<file path="src/rtl/tx_buf_wr_space_ctrl_pkg.sv">
// Shared types and defaults for the TX buffer write-side space controller.
// Buffer depth is derived from the BF macro (2^(BF+1) qwords).
`ifndef BF
`define BF 9
`endif

package tx_buf_wr_space_ctrl_pkg;

  localparam int AW_DEF    = `BF + 1;
  localparam int LEN_W_DEF = 9;

  typedef enum logic [4:0] {
    s_idle  = 5'b00001,
    s_check = 5'b00010,
    s_grant = 5'b00100,
    s_wait  = 5'b01000,
    s_err   = 5'b10000
  } state_t;

endpackage

</file>
<file path="src/rtl/tx_buf_free_calc.sv">
// Registered free-space calculator for the TX buffer write side.
// Optional TX_SPACE_WATERMARK_EN adds a registered low-space flag.
module tx_buf_free_calc #(
  parameter int AW = 10
`ifdef TX_SPACE_WATERMARK_EN
  ,
  parameter int LOW_WM = 64
`endif
) (
  input  logic          clk,
  input  logic          reset,
  input  logic [AW-1:0] rd_addr,
  input  logic [AW-1:0] wr_addr,
  output logic [AW-1:0] free_qw
`ifdef TX_SPACE_WATERMARK_EN
  ,
  output logic          space_low
`endif
);

  // One slot stays empty so that rd == wr means empty.
  always_ff @(posedge clk or posedge reset) begin
    if (reset) begin
      free_qw <= '1;
    end else begin
      free_qw <= rd_addr - wr_addr - AW'(1);
    end
  end

`ifdef TX_SPACE_WATERMARK_EN
  always_ff @(posedge clk or posedge reset) begin
    if (reset) begin
      space_low <= 1'b0;
    end else begin
      space_low <= (32'(free_qw) < LOW_WM);
    end
  end
`endif

endmodule

</file>
<file path="src/rtl/tx_buf_wr_space_ctrl.sv">
// TX buffer write-side space controller: grants DMA writes that fit.
// Optional TX_SPACE_WATERMARK_EN exposes the space_low flag.
module tx_buf_wr_space_ctrl
  import tx_buf_wr_space_ctrl_pkg::*;
#(
  parameter int AW    = AW_DEF,
  parameter int LEN_W = LEN_W_DEF
`ifdef TX_SPACE_WATERMARK_EN
  ,
  parameter int LOW_WM = 64
`endif
) (
  input  logic             clk,
  input  logic             reset,
  input  logic [AW-1:0]    commited_rd_addr_in,
  input  logic             dma_req,
  input  logic [LEN_W-1:0] dma_len,
  output logic             dma_gnt,
  output logic [AW-1:0]    dma_addr,
  input  logic             dma_done,
  output logic             len_err,
  output logic [AW-1:0]    free_qw,
  output logic [AW-1:0]    commited_wr_addr_out
`ifdef TX_SPACE_WATERMARK_EN
  ,
  output logic             space_low
`endif
);

  localparam int CW = (AW > LEN_W) ? AW : LEN_W;

  state_t           state_q;
  state_t           state_d;
  logic [AW-1:0]    wr_addr;
  logic [LEN_W-1:0] len_q;
  logic             len_bad;
  logic             fits;
  logic             take;

  // Legal lengths are 1 .. 2^(LEN_W-1).
  assign len_bad = (dma_len == '0) ||
                   (dma_len[LEN_W-1] && |dma_len[LEN_W-2:0]);

  assign fits = CW'(len_q) <= CW'(free_qw);
  assign take = (state_q == s_idle) && dma_req;

  always_comb begin
    state_d = state_q;
    unique case (state_q)
      s_idle:  if (dma_req) state_d = len_bad ? s_err : s_check;
      s_err:   if (!dma_req) state_d = s_idle;
      s_check: if (fits) state_d = s_grant;
      s_grant: state_d = s_wait;
      s_wait:  if (dma_done) state_d = s_idle;
      default: state_d = s_idle;
    endcase
  end

  always_ff @(posedge clk or posedge reset) begin
    if (reset) begin
      state_q <= s_idle;
    end else begin
      state_q <= state_d;
    end
  end

  always_ff @(posedge clk or posedge reset) begin
    if (reset) begin
      wr_addr <= '0;
      len_q   <= '0;
      len_err <= 1'b0;
    end else begin
      len_err <= take && len_bad;
      if (take) begin
        len_q <= dma_len;
      end
      if (state_q == s_wait && dma_done) begin
        wr_addr <= wr_addr + AW'(len_q);
      end
    end
  end

  // wr_addr only moves on completion, so it doubles as the
  // granted start address and the committed write address.
  assign dma_gnt              = (state_q == s_grant);
  assign dma_addr             = wr_addr;
  assign commited_wr_addr_out = wr_addr;

  tx_buf_free_calc #(
    .AW     (AW)
`ifdef TX_SPACE_WATERMARK_EN
    ,
    .LOW_WM (LOW_WM)
`endif
  ) u_free (
    .clk       (clk),
    .reset     (reset),
    .rd_addr   (commited_rd_addr_in),
    .wr_addr   (wr_addr),
    .free_qw   (free_qw)
`ifdef TX_SPACE_WATERMARK_EN
    ,
    .space_low (space_low)
`endif
  );

endmodule

</file>
<file path="config.mk">
export PLATFORM = sky130hd
export DESIGN_NAME = tx_buf_wr_space_ctrl
export DESIGN_NICKNAME = d
export VERILOG_FILES = /design/src/rtl/tx_buf_wr_space_ctrl_pkg.sv /design/src/rtl/tx_buf_free_calc.sv /design/src/rtl/tx_buf_wr_space_ctrl.sv
export SDC_FILE = /design/constraint.sdc
export NUM_CORES = 1
export LEC_CHECK = 0
export BUFFER_PORTS_ARGS = -buffer_cell sky130_fd_sc_hd__buf_4
export CORE_ASPECT_RATIO = 0.7
export CORE_MARGIN = 5
export CORE_UTILIZATION = 40
export DETAILED_ROUTE_END_ITERATION = 12
export GPL_ROUTABILITY_DRIVEN = 1
export SLEW_MARGIN = 5
export SYNTH_ARGS = -nofsm -noshare
export SYNTH_HDL_FRONTEND = slang
export SYNTH_SLANG_ARGS = --single-unit
</file>
<file path="constraint.sdc">
create_clock -name clk -period 1.95 [get_ports clk]
set_input_delay 0.585 -clock clk [delete_from_list [all_inputs] [get_ports clk]]
set_output_delay 0.585 -clock clk [all_outputs]
set_load 0.01 [all_outputs]
</file>
==> results of run 1 <==
## how the worst max path moves through the flow
stage / from / to / slack (ns) / depth (start not counted)
finish: len_q[0] / commited_wr_addr_out[6] / 0.03 / 7
global route: commited_wr_addr_out[0] / commited_wr_addr_out[6] / -0.04 / 7
CTS: len_q[0] / commited_wr_addr_out[6] / -0.005 / 7
detailed placement: commited_rd_addr_in[0] / u_free.free_qw[8] / -0.27 / 9
global placement: commited_rd_addr_in[0] / u_free.free_qw[8] / -0.20 / 9
floorplan: commited_rd_addr_in[0] / u_free.free_qw[8] / 0.009 / 8
## registers in the layout, indices dropped and copies added (netlist names)
signal                count
commited_wr_addr_out     10
u_free.free_qw           10
len_q                     9
state_q                   5
len_err                   1
## cell families after synthesis
family,after synthesis,synth area share [%]
xor+xnor,17,6.28
simple gates,57,12.5
buf+inv,38,7.65
mux,11,5.22
fa+ha+maj,29,15.9
flops,35,37.5
compound gates,55,14.9
## metal layers
metal | wire length [um] | global-route usage (%)
met5 | 0 | 0
met4 | 64 | 5.68
met3 | 342 | 3.84
met2 | 2470 | 23.0
met1 | 2730 | 21.9
## worst register-to-register path, cell delays in order, from the launching register on
cell      delay [ns]
dfrtp_1         0.41
ha_2            0.20
fa_2            0.37
a211oi_4        0.30
o21bai_1        0.11
a21oi_1         0.16
xor2_1          0.17
o21ai_0         0.09
## report_power, final
group | internal (mW) | switching (mW)
clock | 0.251 | 0.263
sequential | 1.13 | 0.305
combinational | 1.62 | 1.58
total | 3.01 | 2.14
## through the flow
step                      instance area (sq um)  cells
after floorplan                            2390    242
after global placement                     2950    378
after detailed placement                   2950    378
after CTS                                  3050    386
after global routing                       3110    386
final                                      3110    386
## layout make-up
cell class / count / area (sq um)
clock buffers: 7 / 76.3
clock inverters: 1 / 5.00
fillers: 546 / 2620
inverters: 26 / 97.6
multi-input cells: 169 / 1400
flip-flops and latches: 35 / 891
well taps: 75 / 93.8
repair buffers: 73 / 548
## synth_stat cells, drive strengths merged, types with 2 or more instances
cell type / number
ha: 27
inv: 26
dfrtp: 24
o21ai: 18
a21oi: 15
nand2: 14
nor2: 14
buf: 11
dfstp: 11
mux2: 11
xnor2: 11
a21o: 6
xor2: 6
and3: 5
nand3: 5
o21bai: 4
a211oi: 3
a21boi: 3
nor3: 3
nor4: 3
a31oi: 2
fa: 2
nand3b: 2
nand4: 2
nor2b: 2
nor3b: 2
or3: 2
## what timing repair did
| action | 4_1_cts | 5_1_grt |
|---|---|---|
| gates cloned | 0 | 0 |
| gates resized for setup | 3 | 20 |
| pin swaps | 3 | 9 |
| endpoints found under the hold margin | 0 | 0 |
| hold buffers | 0 | 0 |
| setup endpoints to repair | 5 | 12 |
## cell usage in the layout, fill, tap and decap left out, drive strengths merged, types with 2 or more instances in the layout
cell type / n
dfstp: 11
a21oi: 15
xnor2: 11
nand3: 5
clkbuf: 7
a211oi: 3
or3: 2
a21o: 6
buf: 73
dfrtp: 24
a31oi: 2
nand2: 14
ha: 27
a21boi: 3
and3: 5
xor2: 6
nand4: 2
o21bai: 4
inv: 26
mux2: 11
nor2: 14
nand3b: 2
nor3b: 2
nor4: 3
nor2b: 2
fa: 2
nor3: 3
o21ai: 18
==> key figures, run 1 <==
Yosys
  • Synth area leader: dfrtp_1
  • Async SR Flop Fraction: 100%
  • Syn_nets: 294
  • Distinct cells, synth: 39
  • Yosys warning total: 0
  • Post-synth EDFFs: 0
  • Syn Inst Count: 242
  • Share of Yosys cell area claimed by the top area cell type: 25.3%
  • Sequential area share after synthesis: 37.5%
  • Syn Std Cell Area: 2370 sq um
  • Synth Flop Type: dfrtp_1
  • Top post-synthesis cells by area: dfrtp_1 25%, ha_1 14%, dfstp_2 12%
  • Synth Register Bits: 35
  • Syn_area_per_cell: 9.80 sq um

Place
  • Post-DP HPWL: 4320 um
  • Place WS: -0.269 ns
  • GPL Wtd Cong: 0.864
  • I/O Buffers: 54

Floorplan
  • Num ports: 55
  • Die ar.: 7590 sq um
  • Die width: 102 um
  • Die Y: 74.4 um
  • Initial Util: 41.4%
  • Site row count: 23
  • Core area: 5730 sq um

Clock network
  • Num CTS Buffers: 5
  • CTS H-tree depth: 2
  • CTS tree: yes
  • Post-CTS setup buffers: 0
  • Clock Sinks: 35
  • Clock root buffer master: clkbuf_8
  • Worst-Skew Late Latency: 0.29 ns
  • Clock buffer depth: 2
  • Reg clk slew, reported paths: 0.07 ns

STA
  • Tcrit/Tclk final: 98.3%
  • Min Tclk post-route: 1.92 ns
  • Final max-slew violation count: 0
  • Final setup violation count: 0
  • Worst Skew: 0.00318 ns
  • TNS Setup: 0 ns
  • Final count of hold timing violations: 0
  • Fin Hold WS: 0.399 ns
  • Max_slew headroom: 69.8%
  • Worst-margin pin slew: 0.452 ns
  • Final worst slack: 0.0323 ns
  • RSZ-0062 raised after global routing: true
  • Max Clock Freq: 0.521 GHz

Power
  • Static Leak: 1.51 nW
  • Total Power: 5.15 mW
  • Peak VDD IR: 658 uV
  • Power density cells: 1660 nW/um^2

Cells and area
  • Nets: 362
  • Finished Core Util: 54.3%
  • Ant. Diodes: 0
  • Synth-to-Final Area Change: 31.2%
  • Share of layout cells above drive strength 1: 39.5%

Worst setup path
  • Worst EP arrival: 2.09 ns
  • Crit Path Category: flip-flop to flip-flop
  • Worst setup SP type: flip-flop
  • Crit end category: flip-flop
  • Length in cells of the worst reg-to-reg path: 7
  • Cell type group with the largest total delay on the critical path: compound AO/OA/AOI/OAI gates
  • CP Buf/Inv Count: 0
  • RR Startpoint: len_q[0]
  • Reg-to-reg slack, setup: 0.03 ns
  • Critical path required time: 2.12 ns
  • CP Cell Sequence: ha_2, fa_2, a211oi_4, o21bai_1, a21oi_1, xor2_1, o21ai_0
  • Slowest cell on the critical path: dfrtp_1
  • Critical path fanouts, max: 2
  • Critical path's largest stage delay: 0.41 ns
  • Reg2Reg Capture Point: commited_wr_addr_out[6]

Global routing
  • Total track usage: 15.5%
  • Largest net degree at the start of global routing: 36
  • First-pass GRT wire length: 9010 um
  • Vias in the first global route: 1804
  • Initial antenna violation count: 0
  • Grt total ovfl: 0

Detailed routing
  • Vias: 1907
  • Post-route ant nets: 0
  • DR DRC count: 0
  • Vias/cell: 4.94
  • Pre-antenna DRT Iters: 4
  • Iteration-0 DRC Markers: 100
  • Wire per inst: 14.5 um
  • Routed WL: 5600 um

Worst hold path
  • Hold Crit Class: input port to async pin

Flow run
  • Maxcap violations: 0

Status
  • Status: completed
No activity file was read; power rests on OpenSTA's default activity.
==> run 2: changes to the inputs <==
--- a/config.mk
+++ b/config.mk
@@ -5,6 +5,7 @@
 export SDC_FILE = /design/constraint.sdc
 export NUM_CORES = 1
 export LEC_CHECK = 0
+export ABC_AREA = 1
 export BUFFER_PORTS_ARGS = -buffer_cell sky130_fd_sc_hd__buf_4
 export CORE_ASPECT_RATIO = 0.7
 export CORE_MARGIN = 5
==> run 2 against run 1 <==
Net effect:
- combinational power is 6.3% lower
- non-clock buffer count is 15 lower
- clock skew hardly changed
- clock-buffer cell count is 1 higher
- clock power is 12% higher
- critical endpoint is now dma_gnt
- largest cell class unchanged
- highest routed layer unchanged
==> key figures, run 2 <==
Cells and area
  • Synth-to-Final Area Change: 20.6%
  • Share of layout cells above drive strength 1: 22.6%
  • Fill count: 636
  • Nets: 453
  • Commonest non-fill, non-tap cell in the layout: nand2_1
  • Ant. Diodes: 0
  • Commonest cells after routing, fill and taps aside: 95 x nand2_1, 66 x inv_1, 58 x buf_4, 27 x ha_1, 25 x nor2_1

Status
  • Status: completed

Clock network
  • Clock root buffer master: clkbuf_8
  • Clock Sinks: 35
  • CTS tree: yes
  • Num CTS Buffers: 5
  • Clock buffer depth: 2
  • Reg clk slew, reported paths: 0.06 ns
  • Worst-Skew Late Latency: 0.29 ns
  • Post-CTS setup buffers: 0
  • PostCTS Resize Cnt: 0
  • Hold_buf cts: 0
  • CTS H-tree depth: 2

Power
  • Power density cells: 1600 nW/um^2
  • Peak VDD IR: 689 uV
  • Static Leak: 1.78 nW

Detailed routing
  • DR DRC count: 0
  • Routed WL: 6240 um
  • Vias: 2249
  • Wire per inst: 13.0 um
  • Iteration-0 DRC Markers: 95
  • Pre-antenna DRT Iters: 4
  • Vias/cell: 4.69
  • Post-route ant nets: 0

Place
  • I/O Buffers: 54
  • Place WS: -0.0507 ns
  • Post-DP HPWL: 5140 um
  • GPL Wtd Cong: 0.833

Worst setup path
  • Worst EP arrival: 1.24 ns
  • Worst setup SP type: flip-flop
  • Critical path required time: 1.36 ns
  • Critical path fanouts, max: 3
  • Crit end category: primary output
  • Crit Path Category: flip-flop to primary output

Yosys
  • Most instantiated cells after synthesis: 95 x nand2_1, 66 x inv_1, 27 x ha_1
  • Post-synth EDFFs: 0
  • Synth Area in XOR/XNOR: 3.02%
  • Mux contribution to synthesized area: 0%
  • Largest family of logic cells by synthesized area: simple AND/OR/NAND/NOR gates
  • Share of Yosys cell area claimed by the top area cell type: 23.0%
  • Simple-gate share of the synthesized area: 26.3%
  • Synth Register Bits: 35
  • Synth area leader: dfrtp_1
  • Top post-synthesis cells by area: dfrtp_1 23%, nand2_1 14%, ha_1 13%
  • Compound-cell area share of the yosys netlist: 8.63%
  • Syn Inst Count: 348
  • Adder-cell share of the synthesized area: 14.5%
  • Sequential area share after synthesis: 34.1%
  • Yosys warning total: 0
  • Distinct cells, synth: 28
  • Async SR Flop Fraction: 100%
  • Syn_nets: 400
  • Syn_area_per_cell: 7.50 sq um
  • Synth Flop Type: dfrtp_1
  • Syn Std Cell Area: 2610 sq um
  • Top-count cell post-synth: nand2_1

Global routing
  • First-pass GRT wire length: 10500 um
  • Initial antenna violation count: 0
  • Total track usage: 16.0%
  • Grt total ovfl: 0
  • Vias in the first global route: 2223
  • Largest net degree at the start of global routing: 36

Floorplan
  • Num ports: 55
  • Die width: 107 um
  • Initial Util: 41.6%
  • Core area: 6280 sq um
  • Die ar.: 8270 sq um
  • Site row count: 24
  • Die Y: 77.6 um

STA
  • Max_slew headroom: 70.1%
  • Final max-slew violation count: 0
  • Final worst slack: 0.124 ns
  • Min Tclk post-route: 1.83 ns
  • Tcrit/Tclk final: 93.6%
  • TNS Setup: 0 ns
  • Max Clock Freq: 0.548 GHz
  • Worst Skew: 0.00353 ns
  • RSZ-0062 raised after global routing: false
  • Final count of hold timing violations: 0
  • Worst-margin pin slew: 0.448 ns
  • Final setup violation count: 0

Flow run
  • Maxcap violations: 0

Worst hold path
  • Hold Crit Class: input port to async pin
## run 2: worst max-delay path, cell delays in order, from the launching register on
cell,delay [ns]
dfrtp_1,0.43
nor2_2,0.17
nand4_1,0.16
inv_1,0.08
buf_4,0.11
## run 2: kinds of logic (layout without fill, tap and decap cells)
kind of cell    after synthesis  count (layout)
compound gates               37              37
xor+xnor                      9               9
simple gates                158             158
flops                        35              35
buf+inv                      80             134
fa+ha+maj                    29              29
## run 2: layout make-up
class / count / area [sq um] / area share, %
clock buffers: 8 / 100 / 3.18
flip-flops and latches: 35 / 890 / 28.3
repair buffers: 58 / 435 / 13.8
inverters: 68 / 255 / 8.11
well taps: 78 / 97.6 / 3.10
multi-input cells: 233 / 1370 / 43.5
## run 2: power by group
part	leakage [nW]	switching, mW	internal, mW
sequential	0.421	0.328	1.12
clock	0.0515	0.252	0.322
combinational	1.31	1.71	1.28
total	1.78	2.29	2.73
## run 2: worst paths after layout
check                      slack (ns)                end  cells after the start               startpoint
min in group clk                 0.53           len_q[0]                      3               dma_len[0]
max in group asynchronous        1.20  u_free.free_qw[0]                      3                    reset
min reg2reg                      0.53           len_q[8]                      2                 len_q[8]
max                              0.12            dma_gnt                      4               state_q[1]
min                              0.40           len_q[7]                      3                    reset
max reg2reg                      0.14  u_free.free_qw[8]                     10  commited_wr_addr_out[0]
## run 2: metal layers
metal  global-route usage (%)  vias to the layer above  share of wire, %
met2                     23.3                       55                41
met4                     4.60                        0               1.1
met1                     23.9                     1006                52
met3                     3.40                        7               5.9
li1                         -                     1181                 -
met5                        0                        -                 0
## run 2: per-stage QoR
stage	std cells	cell area [sq um]	util, %	hold WS (ns)	total power, mW
6_report	480	3150	50.2	0.398	5.02
5_1_grt	480	3150	50.2	0.449	5.58
4_1_cts	480	3150	50.1	0.415	5.06
3_5_place_dp	472	3050	48.5	0.522	4.45
3_3_place_gp	472	3050	48.5	0.522	4.39
2_1_floorplan	348	2610	-	0.471	3.54
